File: src/rtl/seq_pkg.sv
// Shared definitions for the symbol-sequence generator: FSM state encoding,
// pattern-select codes, the three pattern symbol triples and the idle symbol.
package seq_pkg;

  typedef enum logic [1:0] {
    ST_IDLE = 2'd0,
    ST_SEND = 2'd1,
    ST_GAP  = 2'd2
  } state_e;

  localparam logic [1:0] PAT_SEL_P0   = 2'd0;
  localparam logic [1:0] PAT_SEL_P1   = 2'd1;
  localparam logic [1:0] PAT_SEL_P2   = 2'd2;
  localparam logic [1:0] PAT_SEL_RSVD = 2'd3;

  // Each triple is packed with symbol 0 in the top two bits, as {B,A} pairs.
  localparam logic [5:0] PAT_P0_SYMS = {2'b01, 2'b11, 2'b01};
  localparam logic [5:0] PAT_P1_SYMS = {2'b00, 2'b11, 2'b10};
  localparam logic [5:0] PAT_P2_SYMS = {2'b01, 2'b11, 2'b00};

  localparam logic [1:0] IDLE_SYM_DEFAULT = 2'b11;

  localparam logic [1:0] LAST_IDX = 2'd2;

  // Maps a pattern-select code to its packed symbol triple; the reserved
  // code yields idle symbols so a stray lookup never looks like a pattern.
  function automatic logic [5:0] pat_word(input logic [1:0] sel);
    logic [5:0] word;
    case (sel)
      PAT_SEL_P0: word = PAT_P0_SYMS;
      PAT_SEL_P1: word = PAT_P1_SYMS;
      PAT_SEL_P2: word = PAT_P2_SYMS;
      default:    word = {3{IDLE_SYM_DEFAULT}};
    endcase
    return word;
  endfunction

endpackage

File: src/rtl/seq_gen_if.sv
// Control and symbol bus of the sequence generator. The master side issues
// burst requests and watches the symbol stream; the slave side is seq_gen.
interface seq_gen_if;

  logic       start;
  logic       stop;
  logic [1:0] pat_sel;
  logic [3:0] rep;
  logic [3:0] gap;
  logic       A;
  logic       B;
  logic       valid;
  logic       busy;
  logic       done;
  logic       err;
  logic       expect_z;

  modport master (
    output start, stop, pat_sel, rep, gap,
    input  A, B, valid, busy, done, err, expect_z
  );

  modport slave (
    input  start, stop, pat_sel, rep, gap,
    output A, B, valid, busy, done, err, expect_z
  );

endinterface

File: src/rtl/seq_pat_rom.sv
// Combinational pattern table: returns the {B,A} symbol at a given index of
// the selected pattern, and flags the final symbol of the triple.
module seq_pat_rom
  import seq_pkg::*;
(
  input  logic [1:0] pat_sel,
  input  logic [1:0] idx,
  output logic [1:0] sym,
  output logic       last
);

  logic [5:0] word;

  // Look up the triple and pick the symbol addressed by idx.
  always_comb begin
    word = pat_word(pat_sel);
    case (idx)
      2'd0:    sym = word[5:4];
      2'd1:    sym = word[3:2];
      default: sym = word[1:0];
    endcase
    last = (idx == LAST_IDX);
  end

endmodule

File: src/rtl/seq_gen.sv
// Burst symbol generator. A burst is rep+1 repetitions of a three-symbol
// pattern, separated by gap idle cycles, followed by a one-cycle done pulse.
// Every output is a flop; next-state and next-output values are computed
// together so each output appears in the same cycle as the state it reflects.
module seq_gen
  import seq_pkg::*;
#(
  parameter logic [1:0] IDLE_SYM = IDLE_SYM_DEFAULT
) (
  input  logic      clk,
  input  logic      clr,
  seq_gen_if.slave  bus
);

  state_e     state_q, state_d;
  logic [1:0] pat_q, pat_d;
  logic [3:0] rep_q, rep_d;
  logic [3:0] gap_q, gap_d;
  logic [3:0] gap_cnt_q, gap_cnt_d;
  logic [1:0] idx_q, idx_d;

  logic [1:0] sym_q, sym_d;
  logic       valid_q, valid_d;
  logic       busy_q, busy_d;
  logic       done_q, done_d;
  logic       err_q, err_d;
  logic       expect_z_q, expect_z_d;

  logic [1:0] rom_pat;
  logic [1:0] rom_idx;
  logic [1:0] rom_sym;
  logic       rom_last;

  seq_pat_rom u_rom (
    .pat_sel (rom_pat),
    .idx     (rom_idx),
    .sym     (rom_sym),
    .last    (rom_last)
  );

  // Address the ROM with the symbol that will be shown after the next edge:
  // the incoming selection while idle, otherwise the latched pattern.
  always_comb begin
    rom_pat = (state_q == ST_IDLE) ? bus.pat_sel : pat_q;
    rom_idx = (state_q == ST_SEND && idx_q != LAST_IDX) ? idx_q + 2'd1 : 2'd0;
  end

  // Next-state and next-output decision for the burst FSM.
  always_comb begin
    state_d    = state_q;
    pat_d      = pat_q;
    rep_d      = rep_q;
    gap_d      = gap_q;
    gap_cnt_d  = gap_cnt_q;
    idx_d      = idx_q;
    sym_d      = IDLE_SYM;
    valid_d    = 1'b0;
    busy_d     = 1'b0;
    done_d     = 1'b0;
    err_d      = 1'b0;
    expect_z_d = 1'b0;

    case (state_q)
      ST_IDLE: begin
        if (bus.start) begin
          if (bus.pat_sel != PAT_SEL_RSVD) begin
            state_d    = ST_SEND;
            pat_d      = bus.pat_sel;
            rep_d      = bus.rep;
            gap_d      = bus.gap;
            gap_cnt_d  = 4'd0;
            idx_d      = 2'd0;
            sym_d      = rom_sym;
            valid_d    = 1'b1;
            busy_d     = 1'b1;
            expect_z_d = rom_last;
          end else begin
            err_d = 1'b1;
          end
        end
      end

      ST_SEND: begin
        if (bus.stop) begin
          state_d   = ST_IDLE;
          idx_d     = 2'd0;
          gap_cnt_d = 4'd0;
          rep_d     = 4'd0;
        end else if (idx_q != LAST_IDX) begin
          idx_d      = idx_q + 2'd1;
          sym_d      = rom_sym;
          valid_d    = 1'b1;
          busy_d     = 1'b1;
          expect_z_d = rom_last;
        end else if (rep_q == 4'd0) begin
          state_d = ST_IDLE;
          idx_d   = 2'd0;
          done_d  = 1'b1;
        end else begin
          rep_d = rep_q - 4'd1;
          idx_d = 2'd0;
          if (gap_q != 4'd0) begin
            state_d   = ST_GAP;
            gap_cnt_d = gap_q;
            busy_d    = 1'b1;
          end else begin
            sym_d      = rom_sym;
            valid_d    = 1'b1;
            busy_d     = 1'b1;
            expect_z_d = rom_last;
          end
        end
      end

      ST_GAP: begin
        if (bus.stop) begin
          state_d   = ST_IDLE;
          idx_d     = 2'd0;
          gap_cnt_d = 4'd0;
          rep_d     = 4'd0;
        end else if (gap_cnt_q <= 4'd1) begin
          state_d    = ST_SEND;
          gap_cnt_d  = 4'd0;
          idx_d      = 2'd0;
          sym_d      = rom_sym;
          valid_d    = 1'b1;
          busy_d     = 1'b1;
          expect_z_d = rom_last;
        end else begin
          gap_cnt_d = gap_cnt_q - 4'd1;
          busy_d    = 1'b1;
        end
      end

      default: begin
        state_d = ST_IDLE;
      end
    endcase
  end

  // Register state, counters and all outputs; clr returns everything to idle.
  always_ff @(posedge clk or posedge clr) begin
    if (clr) begin
      state_q    <= ST_IDLE;
      pat_q      <= 2'd0;
      rep_q      <= 4'd0;
      gap_q      <= 4'd0;
      gap_cnt_q  <= 4'd0;
      idx_q      <= 2'd0;
      sym_q      <= IDLE_SYM;
      valid_q    <= 1'b0;
      busy_q     <= 1'b0;
      done_q     <= 1'b0;
      err_q      <= 1'b0;
      expect_z_q <= 1'b0;
    end else begin
      state_q    <= state_d;
      pat_q      <= pat_d;
      rep_q      <= rep_d;
      gap_q      <= gap_d;
      gap_cnt_q  <= gap_cnt_d;
      idx_q      <= idx_d;
      sym_q      <= sym_d;
      valid_q    <= valid_d;
      busy_q     <= busy_d;
      done_q     <= done_d;
      err_q      <= err_d;
      expect_z_q <= expect_z_d;
    end
  end

  assign bus.A        = sym_q[0];
  assign bus.B        = sym_q[1];
  assign bus.valid    = valid_q;
  assign bus.busy     = busy_q;
  assign bus.done     = done_q;
  assign bus.err      = err_q;
  assign bus.expect_z = expect_z_q;

endmodule

File: src/flat_wrapper.sv
// flat-port wrapper written by rule: the top's interface ports become plain ports
module seq_gen_flat import seq_pkg::*;
#(
  parameter logic [1:0] IDLE_SYM = IDLE_SYM_DEFAULT
)
  (clk, clr, bus_start, bus_stop, bus_pat_sel, bus_rep, bus_gap, bus_A, bus_B, bus_valid, bus_busy, bus_done, bus_err, bus_expect_z);
  seq_gen_if bus_i ();
  input  logic clk;
  input  logic clr;
  input wire logic [$bits(bus_i.start)-1:0] bus_start;
  input wire logic [$bits(bus_i.stop)-1:0] bus_stop;
  input wire logic [$bits(bus_i.pat_sel)-1:0] bus_pat_sel;
  input wire logic [$bits(bus_i.rep)-1:0] bus_rep;
  input wire logic [$bits(bus_i.gap)-1:0] bus_gap;
  output wire logic [$bits(bus_i.A)-1:0] bus_A;
  output wire logic [$bits(bus_i.B)-1:0] bus_B;
  output wire logic [$bits(bus_i.valid)-1:0] bus_valid;
  output wire logic [$bits(bus_i.busy)-1:0] bus_busy;
  output wire logic [$bits(bus_i.done)-1:0] bus_done;
  output wire logic [$bits(bus_i.err)-1:0] bus_err;
  output wire logic [$bits(bus_i.expect_z)-1:0] bus_expect_z;
  assign bus_i.start = bus_start;
  assign bus_i.stop = bus_stop;
  assign bus_i.pat_sel = bus_pat_sel;
  assign bus_i.rep = bus_rep;
  assign bus_i.gap = bus_gap;
  assign bus_A = bus_i.A;
  assign bus_B = bus_i.B;
  assign bus_valid = bus_i.valid;
  assign bus_busy = bus_i.busy;
  assign bus_done = bus_i.done;
  assign bus_err = bus_i.err;
  assign bus_expect_z = bus_i.expect_z;
  seq_gen #(.IDLE_SYM(IDLE_SYM)) u_core (.clk(clk), .clr(clr), .bus(bus_i));
endmodule
File: config.mk
export PLATFORM = sky130hd
export DESIGN_NAME = seq_gen_flat
export DESIGN_NICKNAME = d
export VERILOG_FILES = /design/src/rtl/seq_pkg.sv /design/src/rtl/seq_gen_if.sv /design/src/rtl/seq_pat_rom.sv /design/src/rtl/seq_gen.sv /design/src/flat_wrapper.sv
export SDC_FILE = /design/constraint.sdc
export NUM_CORES = 1
export LEC_CHECK = 0
export ABC_AREA = 0
export ABC_CLOCK_PERIOD_IN_PS = 2140
export CORE_UTILIZATION = 57
export CTS_BUF_LIST = sky130_fd_sc_hd__clkbuf_2
export DETAILED_ROUTE_END_ITERATION = 16
export PLACE_DENSITY = 0.88
export SLEW_MARGIN = 20
export SYNTH_ARGS = -nofsm -noshare
export SYNTH_HDL_FRONTEND = slang
export SYNTH_SLANG_ARGS = --single-unit
File: constraint.sdc
create_clock -name clk -period 2.14 [get_ports clk]
set_clock_uncertainty 0.05 [all_clocks]
set_input_delay 0.428 -clock clk [delete_from_list [all_inputs] [get_ports clk]]
set_output_delay 0.428 -clock clk [all_outputs]
set_load 0.03 [all_outputs]
==> run metrics <==
Min Clock Period, post-route=2.03 ns; DR iter-0 viols=56; Max Root-Sink Buffers=2; Arr. time, crit path=roughly 1.6 ns; # rows=18; crit-path cells=clkdlybuf4s50_1; routed wire length per instance=16.2 um; setup_tns=0 ns; f_max=about 490 MHz; Starting Density=0.622; Slowest-stage cell, CP=clkdlybuf4s50_1; layout cell share with drive strength beyond 1=0.187; die footprint=0.00302 mm2; Register Area=628 um2; Max Cap Viol=0; Mapped Nets=181; port bufs=20; Post-synth EDFFs=0; final WL=roughly 3.4 mm; HP Class=in -> async; #FFs+latches synth=25; Final setup viols=0; global-route wire length before repair=5.78 mm; Final Net Count=210; largest area contributor in the netlist=dfrtp_1; Global Route Usage Sum=0.267; share of the synthesized area in the top cell type=0.361; first drt pass iteration count=4; Startpoint Class=register; Ports=21; Slew Viols, Final=0; peak supply drop=between 900 and 1000 uV; clock latency on the worst-skew pair=around 0.33 ns; Filler cells=181; Clk Tree Root Cell=clkbuf_2; Mapped Area=approximately 0.0016 mm2; RSZ-0062 raised after global routing=no; period utilization=0.949; CTS resizes=0; Avg Vias per Cell=6.06; post-route ant nets=0; Max stage delay on crit path=0.66 ns; CP bufs+invs=1; slew of the pin with the lowest slew margin=about 0.43 ns; status=finished clean; Hold-fix buffers, CTS=0; number of setup buffers added after CTS=0; # DRC=0; R2R depth=5; die width=about 55 um; grt ovf=0; ANT cells=0; vias in the first global route=1,235; die height=54.9 um; dominant synthesized flop cell=dfrtp_1; Stages on worst setup path=1; Core Area=about 0.0026 mm2; Slew Limit Headroom=0.713; vias=1,284; sequential-to-total area share from yosys stat=0.393; Num CTS Buffers=3; Multi-input gate area=approximately 900 um2; Detailed Place HPWL=roughly 2.7 mm; R2R Path Start=u_core.state_q[1]$_DFFE_PP0P_; Pleak=0.829 nW; synthesized instance count=154; Num Clock Sinks=25; Final Hold Vio Count=0; Clk pin slew, worst setup/hold paths=0.23 ns; H-tree lvl count=1; final setup margin=0.110 ns; CTS tree=done; worst reg-to-reg setup slack=0.19 ns; WP data required=1.66 ns; antenna violations before repair=0; pin count of the biggest net entering global routing=26; Crit Path Class=reg -> out; Synth Area per Inst=10.4 um2; Setup crit end kind=primary output; Ys Warns=0; Worst R2R End=u_core.sym_q[1]$_DFF_PP1_; count of cell types in the netlist=56; Async SR Flop Fraction=1.00; CP max FO=1; Layout Utilization=0.737; area grow syn2layout=18.5%; Pwr per Cell Area=1330 mW/mm2; Setup WS pre-CTS=0.0200 ns; top cells by area, synth=dfrtp_1 (36%), ha_1 (10%), mux2_2 (5.6%), inv_1 (3.8%), nand2_1 (3.5%); gp weighted congestion=approximately 0.85; final hold slack=0.378 ns; Crit path max-delay family=buffers and inverters
==> how the worst max path moves through the flow <==
stage	start	end	slack, ns
floorplan	u_core.state_q[0]$_DFFE_PP0P_	u_core.sym_q[1]$_DFF_PP1_	0.28
global placement	bus_pat_sel[0]	u_core.gap_cnt_q[2]$_DFFE_PP0P_	0.06
detailed placement	bus_pat_sel[0]	u_core.gap_cnt_q[2]$_DFFE_PP0P_	0.02
CTS	u_core.sym_q[0]$_DFF_PP1_	bus_A	0.07
global route	u_core.sym_q[0]$_DFF_PP1_	bus_A	0.02
finish	u_core.sym_q[0]$_DFF_PP1_	bus_A	0.11
==> cell type report <==
type	instances	area share
Timing Repair Buffer	27	0.134
Tap cell	30	0.0198
Sequential cell	25	0.332
Inverter	16	0.0317
Multi-Input combinational cell	110	0.472
Clock buffer	4	0.0106
==> cells by family after synthesis <==
family / share of synthesized area
compound gates: 0.185
xor+xnor: 0.0110
fa+ha+maj: 0.102
buf+inv: 0.0470
flops: 0.393
mux: 0.0972
simple gates: 0.165
==> sequential cells by signal, summed over array words and instances, names as in the netlist <==
| register | cells |
|---|---|
| u_core.bus.valid | 1 |
| u_core.idx_q | 2 |
| u_core.gap_q | 4 |
| u_core.bus.busy | 1 |
| u_core.bus.done | 1 |
| u_core.bus.err | 1 |
| u_core.bus.expect_z | 1 |
| u_core.rep_q | 4 |
| u_core.state_q | 2 |
| u_core.gap_cnt_q | 4 |
| u_core.pat_q | 2 |
| u_core.sym_q | 2 |
==> per-stage QoR <==
stage / instance area, um2 / instances / total power, W
2_1_floorplan: 1600 / 154 / 0.00190
3_3_place_gp: 1870 / 208 / 0.00225
3_5_place_dp: 1870 / 208 / 0.00232
4_1_cts: 1890 / 212 / 0.00251
5_1_grt: 1890 / 212 / 0.00272
6_report: 1890 / 212 / 0.00252
==> layout by cell type, fill, tap and decap left out, types with 3 or more instances in the layout <==
master / instances
mux2i_1: 5
mux2_2: 8
ha_1: 13
nand2_1: 15
dfrtp_1: 23
a31oi_1: 3
clkbuf_2: 4
nor2_1: 8
inv_1: 16
clkdlybuf4s50_1: 20
buf_4: 7
nor2b_1: 4
==> cells in the mapped netlist, types with 2 or more instances <==
library cell	count
clkbuf_1	2
nand3_1	2
nor3_1	2
nor2b_1	4
or3_1	2
nand2b_1	2
o32a_1	2
mux2_2	8
o2bb2ai_1	2
a22oi_1	2
o21ai_0	2
dfstp_2	2
inv_1	16
nand2_1	15
nor2_1	8
dfrtp_1	23
a31oi_1	3
o22ai_1	2
mux2i_1	5
a21oi_2	2
ha_1	13
==> power breakdown <==
| part | total (W) | switching, W | internal, W |
|---|---|---|---|
| Combinational | 0.00152 | 0.000814 | 0.000702 |
| Sequential | 0.000823 | 0.000162 | 0.000661 |
| Clock | 0.000185 | 0.000135 | 0.0000494 |
==> per-layer routing <==
metal | vias to the layer above | GRT usage | wire, um
met5 | - | 0 | 0
li1 | 614 | - | -
met3 | 6 | 0.0273 | 142
met4 | 0 | 0.0583 | 39
met1 | 620 | 0.367 | 1540
met2 | 44 | 0.454 | 1730
Note: power is estimated with default switching activity, not from simulation.
